File: src/rtl/sad_i10_o3_core.sv
// ---------------------------------------------------------------------------
// sad_i10_o3_core
//
// Two-stage pipelined sum of absolute differences between two 5-element
// vectors of 1-bit unsigned values. For 1-bit elements |A[i]-B[i]| is just
// A[i] XOR B[i], so the result is the popcount of A XOR B (0..5).
//
// Ports
//   clk        rising-edge clock for all state
//   rst        asynchronous active-high reset, clears all pipeline state
//   in_valid   pi0..pi9 are sampled on this clock edge when high
//   pi0..pi4   vector A, element i = pi<i>
//   pi5..pi9   vector B, element i = pi<i+5>
//   out_valid  one-cycle pulse marking a new result on po0..po2
//   po0..po2   3-bit SAD result, po0 = LSB, po2 = MSB (registered)
//
// Latency is two clock edges; one result per cycle, no backpressure.
// ---------------------------------------------------------------------------
module sad_i10_o3_core (
  input  logic clk,
  input  logic rst,
  input  logic in_valid,
  input  logic pi0,
  input  logic pi1,
  input  logic pi2,
  input  logic pi3,
  input  logic pi4,
  input  logic pi5,
  input  logic pi6,
  input  logic pi7,
  input  logic pi8,
  input  logic pi9,
  output logic out_valid,
  output logic po0,
  output logic po1,
  output logic po2
);

  logic [4:0] vec_a;
  logic [4:0] vec_b;
  logic [4:0] diff_q;
  logic       valid_q;
  logic [2:0] sad_q;
  logic [2:0] diff_sum;

  assign vec_a = {pi4, pi3, pi2, pi1, pi0};
  assign vec_b = {pi9, pi8, pi7, pi6, pi5};

  // Adds the five difference bits; the maximum is 5, so 3 bits never wrap
  // and codes 6/7 are unreachable.
  always_comb begin
    diff_sum = 3'd0;
    for (int i = 0; i < 5; i++) begin
      diff_sum = diff_sum + {2'b00, diff_q[i]};
    end
  end

  // Stage 1 captures the per-element differences only on accepted samples,
  // so input activity while in_valid is low leaves the pipeline untouched.
  always_ff @(posedge clk or posedge rst) begin
    if (rst) begin
      diff_q  <= 5'd0;
      valid_q <= 1'b0;
    end else begin
      valid_q <= in_valid;
      if (in_valid) begin
        diff_q <= vec_a ^ vec_b;
      end
    end
  end

  // Stage 2 updates the result register only when stage 1 holds a valid
  // sample, which keeps po stable between pulses.
  always_ff @(posedge clk or posedge rst) begin
    if (rst) begin
      sad_q     <= 3'd0;
      out_valid <= 1'b0;
    end else begin
      out_valid <= valid_q;
      if (valid_q) begin
        sad_q <= diff_sum;
      end
    end
  end

  assign po0 = sad_q[0];
  assign po1 = sad_q[1];
  assign po2 = sad_q[2];

endmodule

File: config.mk
export PLATFORM = sky130hd
export DESIGN_NAME = sad_i10_o3_core
export DESIGN_NICKNAME = d
export VERILOG_FILES = /design/src/rtl/sad_i10_o3_core.sv
export SDC_FILE = /design/constraint.sdc
export NUM_CORES = 1
export LEC_CHECK = 0
export ABC_AREA = 1
export CAP_MARGIN = 10
export CORE_AREA = 2 2 39 41
export DETAILED_ROUTE_END_ITERATION = 10
export DIE_AREA = 0 0 41 43
export PLACE_DENSITY = 0.68
export SYNTH_ARGS = -nofsm -noshare
export SYNTH_HDL_FRONTEND = slang
export SYNTH_SLANG_ARGS = --single-unit
File: constraint.sdc
create_clock -name clk -period 5.4 [get_ports clk]
set_input_delay 0.54 -clock clk [delete_from_list [all_inputs] [get_ports clk]]
set_output_delay 0.54 -clock clk [all_outputs]
set_load 0.005 [all_outputs]
==> impl_results.md, run 1 <==
- Status: completed
- Fin. max-slew vios: 0
- DR DRC count: 0
- Synth warnings: 0
- Vias in the first global route: a little over 400
- Core area: about 1400 µm²
- Die area: about 1800 µm²
- Placed Area: 684 µm²
- Antenna Violating Nets Remaining: 0
- Number of max-cap violations: 0
- Post-synthesis cell type count: 8
- Vias per inst: 4.36
- GPL Wtd Cong: around 0.73
- Cts repair resizes: 0
- Drt pass-1 iters: 2
- Hold Crit Class: register to register
- Die height: 43 µm
- Post-Synthesis Cells: 64
- Antenna violations before repair: 0
- First-pass GRT wire length: ~1500 µm
- Port Buffers: 16
- Crit-path leading delay family: adder cells
- Share of cells above drive strength 1: 0.0482
- Period utilisation layout: 0.343
- Layout area overhead: 40.2%
- Buffer count from post-CTS setup fixing: 0
- Commonest non-fill, non-tap cell in the layout: nand2_1
- Clock Skew: a little over 0.8 ps
- Tmin final: ~1900 ps
- Syn_nets: 80
- Worst EP required: roughly 5500 ps
- Max clock buf depth: 2
- Row count: 14
- Avg Cell Area, Syn: about 7.9 µm²
- Root Buffer: clkbuf_4
- Via count: 432
- GRT Util Overall: 0.124
- Reg clk slew, reported paths: 60 ps
- Peak VDD IR: approximately 0.00013 V
- Congestion Overflow GR: 0
- TritonCTS clock tree: yes
- Drt total wl: roughly 800 µm
- Sum Neg Setup Slack: 0 ps
- DP Wirelength: approximately 690 µm
- CP max stage cell: fa_1
- PwrDens: 271 nW/µm²
- Sink Count: 10
- Final Hold Viols: 0
- Cts bufs inserted: 3
- Largest net degree at the start of global routing: 11
- Top Ports: 17
- Fin nets: 101
- Highest-count cells in the layout ignoring fill and taps: nand2_1 (23), inv_1 (19), clkdlybuf4s50_1 (16)
- Crit-path cells: inv_1 -> fa_1 -> inv_1 -> fa_1 -> ha_1 -> nand2_1 -> o21ai_0
- Post-DR wirelength/cell: slightly above 8 µm
- Synth Register Bits: 10
- CP endpoint kind: register
- Post-synthesis sequential area ratio: 0.496
- Fmax: between 500 and 600 MHz
- Critical path peak fanout: 2
- Die width: ~41 µm
- Hold-fix buffers, CTS: 0
- Max H-tree Level: 1
- Design area: 707 µm²
- Final setup fails: 0
- Crit path kind: register to register
- RSZ-0062 raised after global routing: no
- Critical path data arrival time: just under 2000 ps
- # diodes: 0
- Mapped Area: about 500 µm²
- Starting density of the core: 0.364
- Leakage: a little under 0.4 nW
- Tightest Pin Transition: approximately 370 ps
- Setup crit start kind: register
- WP buf/inv: 2
- CP max stage delay: about 520 ps
- Clock Latency Late Sink: 250 ps
- Relative slew slack: 0.756
- Fillcell total: roughly 140
- First DRT Iteration DRCs: 5
[power by group]
group	switching [mW]	total [mW]	internal, mW
logic	0.0213	0.0520	0.0307
clock network	0.0213	0.0468	0.0255
registers	0.00658	0.0929	0.0864
total	0.0492	0.192	0.143
[state kept, by name (all words and copies together) (netlist names)]
signal     cells
valid_q        1
out_valid      1
diff_q         5
sad_q          3
[through the flow]
stage | setup WS (ps) | cells | utilization | power (mW) | hold slack, ps
2_1_floorplan | 3600 | 64 | - | 0.117 | 380
5_1_grt | 3470 | 99 | 0.511 | 0.210 | 496
3_5_place_dp | 3540 | 96 | 0.495 | 0.148 | 470
4_1_cts | 3530 | 99 | 0.511 | 0.197 | 486
3_3_place_gp | 3580 | 96 | 0.495 | 0.145 | 466
6_report | 3550 | 99 | 0.511 | 0.192 | 477
[Yosys cell counts (all sizes together)]
cell type	count	area (µm²)
dfrtp	10	250
fa	2	40.0
inv	20	75.1
o21ai	3	15.0
ha	1	12.5
nand3	5	25.0
nand2	23	86.3
[cells by family (layout without fill, tap and decap cells)]
group,Yosys count,count (layout),synth area share
AO/OA/AOI/OAI,3,3,0.0298
AND/OR/NAND/NOR,28,28,0.221
buffers and inverters,20,39,0.149
adder cells (fa/ha/maj),3,3,0.104
flip-flops,10,10,0.496
[worst register-to-register path, cell delays in order (launching register included)]
cell	delay [ps]
dfrtp_1	340
inv_1	60
fa_1	520
inv_1	50
fa_1	360
ha_1	280
nand2_1	60
o21ai_0	70
[per-layer routing]
metal  routed length (µm)  up-vias  part of all wire  GRT usage
met3                   41        0             0.051     0.0471
met4                    0        0                 0     0.0600
met2                  424       10              0.53      0.191
met1                  336      200              0.42      0.143
met5                    0        -                 0          0
li1                     -      222                 -          -
[worst paths after layout]
check / startpoint / endpoint / slack, ps / cells past startpoint
max reg2reg: diff_q[0] / sad_q[1] / 3550 / 7
max: diff_q[0] / sad_q[1] / 3550 / 7
min reg2reg: diff_q[0] / diff_q[0] / 480 / 2
min in group asynchronous: rst / sad_q[2] / 560 / 2
max in group asynchronous: rst / diff_q[2] / 4580 / 2
min: diff_q[0] / diff_q[0] / 480 / 2
[area by class of cell]
type	count	area (µm²)	share of cell area
Timing Repair Buffer	16	160	0.227
Inverter	20	75.1	0.106
Sequential cell	10	250	0.354
Multi-Input combinational cell	34	179	0.253
Clock buffer	3	22.5	0.0319
Tap cell	16	20.0	0.0283
No activity file was read; power rests on OpenSTA's default activity.
==> inputs of run 2 (changes only) <==
Clock period 5.4 ns to 1.8 ns, I/O delays scaled along.
==> run 2 against run 1 <==
Clock-buffer cell count unchanged; sequential cell count unchanged; clock power increased to 3.0 times the previous value; critical path type unchanged; largest cell class unchanged; largest power group unchanged.
==> impl_results.md, run 2 (same netlist as run 1, synthesis figures left out) <==
- # diodes: 0 (unchanged)
- Fin cells: 99 (unchanged)
- RSZ-0062 raised after global routing: yes
- Sum Neg Setup Slack: 0 ps (unchanged)
- Fin nets: 101 (unchanged)
- Fmax: 562 MHz (+4.1%)
- Drt pass-1 iters: 2 (unchanged)
- Number of max-cap violations: 0 (unchanged)
- Crit-path cells: inv_2 -> fa_1 -> inv_1 -> fa_2 -> ha_4 -> nand2_2 -> o21ai_2
- Highest-count cells in the layout ignoring fill and taps: nand2_1 (22), inv_1 (18), clkdlybuf4s50_1 (16)
- Tmin final: 1780 ps (-72.8 ps)
- Row count: 14 (unchanged)
- Antenna violations before repair: 0 (unchanged)
- Final setup fails: 0 (unchanged)
- Max clock buf depth: 2 (unchanged)
- Vias in the first global route: 409 (+0.74%)
- Top Ports: 17 (unchanged)
- Reg2Reg Depth: 7 (unchanged)
- Buffer count from post-CTS setup fixing: 0 (unchanged)
- Final Hold Viols: 0 (unchanged)
- Reg clk slew, reported paths: 60 ps (about the same)
- Number of flip-flops in the largest register: 5 (unchanged)
- Hold Crit Class: input pin to asynchronous set/reset pin
- R2R setup slack: 20 ps (-3530 ps)
- WP buf/inv: 2 (unchanged)
- DR DRC count: 0 (unchanged)
- Biggest register: diff_q
- Worst setup path end: sad_q[1]
- Peak VDD IR: 0.000404 V (+220%)
- CP endpoint kind: register
- Sink Count: 10 (unchanged)
- Die height: 43 µm (unchanged)
- Antenna Violating Nets Remaining: 0 (unchanged)
- Critical path depth in cells: 7 (unchanged)
- Largest registers: diff_q x5, sad_q x3
- DP Wirelength: 686 µm (unchanged)
- CP startpoint: diff_q[0]
- Worst r2r dst: sad_q[1]
- CP max stage delay: 520 ps (about the same)
- Core area: 1380 µm² (unchanged)
- Critical path peak fanout: 2 (unchanged)
- TritonCTS clock tree: yes
- Worst EP required: 1980 ps (-3550 ps)
- Port Buffers: 16 (unchanged)
- Starting density of the core: 0.364 (unchanged)
- Root Buffer: clkbuf_4
- Setup crit start kind: register
- Leakage: 0.392 nW (-0.10%)
- Vias per inst: 4.37 (+0.23%)
- GPL Wtd Cong: 0.733 (about the same)
- Clock Skew: 1.00 ps (+0.190 ps)
- Placed insts: 96 (unchanged)
- First DRT Iteration DRCs: 5 (unchanged)
- Share of cells above drive strength 1: 0.108 (+0.0602)
- Cts bufs inserted: 3 (unchanged)
- First-pass GRT wire length: 1460 µm (-2.3%)
- Clock Latency Late Sink: 250 ps (about the same)
- Post-DR wirelength/cell: 8.60 µm (+6.2%)
- Status: completed
- GRT Util Overall: 0.122 (-0.00203)
- Congestion Overflow GR: 0 (unchanged)
- Die width: 41 µm (unchanged)
- Largest net degree at the start of global routing: 11 (unchanged)
- Critical R2R Launch: diff_q[0]
- Fin. max-slew vios: 0 (unchanged)
- Tightest Pin Transition: 373 ps (+6.99 ps)
- Hold-fix buffers, CTS: 0 (unchanged)
- Relative slew slack: 0.751 (-0.00467)
- Via count: 433 (+0.23%)
- Max H-tree Level: 1 (unchanged)
- CP max stage cell: fa_1
- Drt total wl: 851 µm (+6.2%)
- Crit-path leading delay family: adder cells
- Die area: 1760 µm² (unchanged)
- Critical path data arrival time: 1960 ps (-20 ps)
- Crit path kind: register to register
- Commonest non-fill, non-tap cell in the layout: nand2_1
- Layout area overhead: 44.4%
- PwrDens: 826 nW/µm² (+200%)
- Period utilisation layout: 0.989 (+0.646)
## run 2: cell counts in the layout (fill, tap and decap cells not counted)
No cell type changed its count.
## run 2: area by class of cell
cell class,count,area (µm²)
fillers,143,656
well taps,16,20.0
multi-input cells,34,200
clock buffers,3,22.5
flip-flops and latches,10,250
repair buffers,16,160
inverters,20,75.1
## run 2: repair_timing
action,4_1_cts,5_1_grt
setup endpoints to repair,1,1
endpoints found under the hold margin,0,0
gates resized for setup,2,4
## run 2: worst reg2reg max path: stages (launching register included)
cell     delay, ps
dfrtp_1        350
inv_2           40
fa_1           520
inv_1           50
fa_2           350
ha_4           270
nand2_2         50
o21ai_2         70
## run 2: stage by stage
stage               total power, mW  hold slack, ps  worst slack [ps]   util  instance area, µm²
floorplan                     0.352            20.2              4.63      -                 504
global placement              0.434             466             -19.8  0.495                 684
detailed placement            0.443             470             -55.2  0.495                 684
CTS                           0.603             216              11.0  0.522                 722
global route                  0.655             240             -26.6  0.526                 728
finish                        0.602             205              20.5  0.526                 728
## run 2: worst min-delay path by stage
stage	from	end	slack (ps)	cells after the start
2_1_floorplan	rst	diff_q[0]	20	1
3_3_place_gp	diff_q[3]	diff_q[3]	470	2
3_5_place_dp	diff_q[0]	diff_q[0]	470	2
4_1_cts	rst	sad_q[2]	220	2
5_1_grt	rst	sad_q[2]	240	2
6_report	rst	sad_q[2]	210	2
## run 2: where the power goes
part	switching, mW	internal (mW)
sequential	0.0213	0.259
clock	0.0639	0.0765
combinational	0.0759	0.105
total	0.161	0.441
## run 2: per-layer routing
layer  routed length [µm]  global-route usage
met1                  341               0.133
met2                  468               0.194
met3                   41              0.0471
met4                    0              0.0600
met5                    0                   0
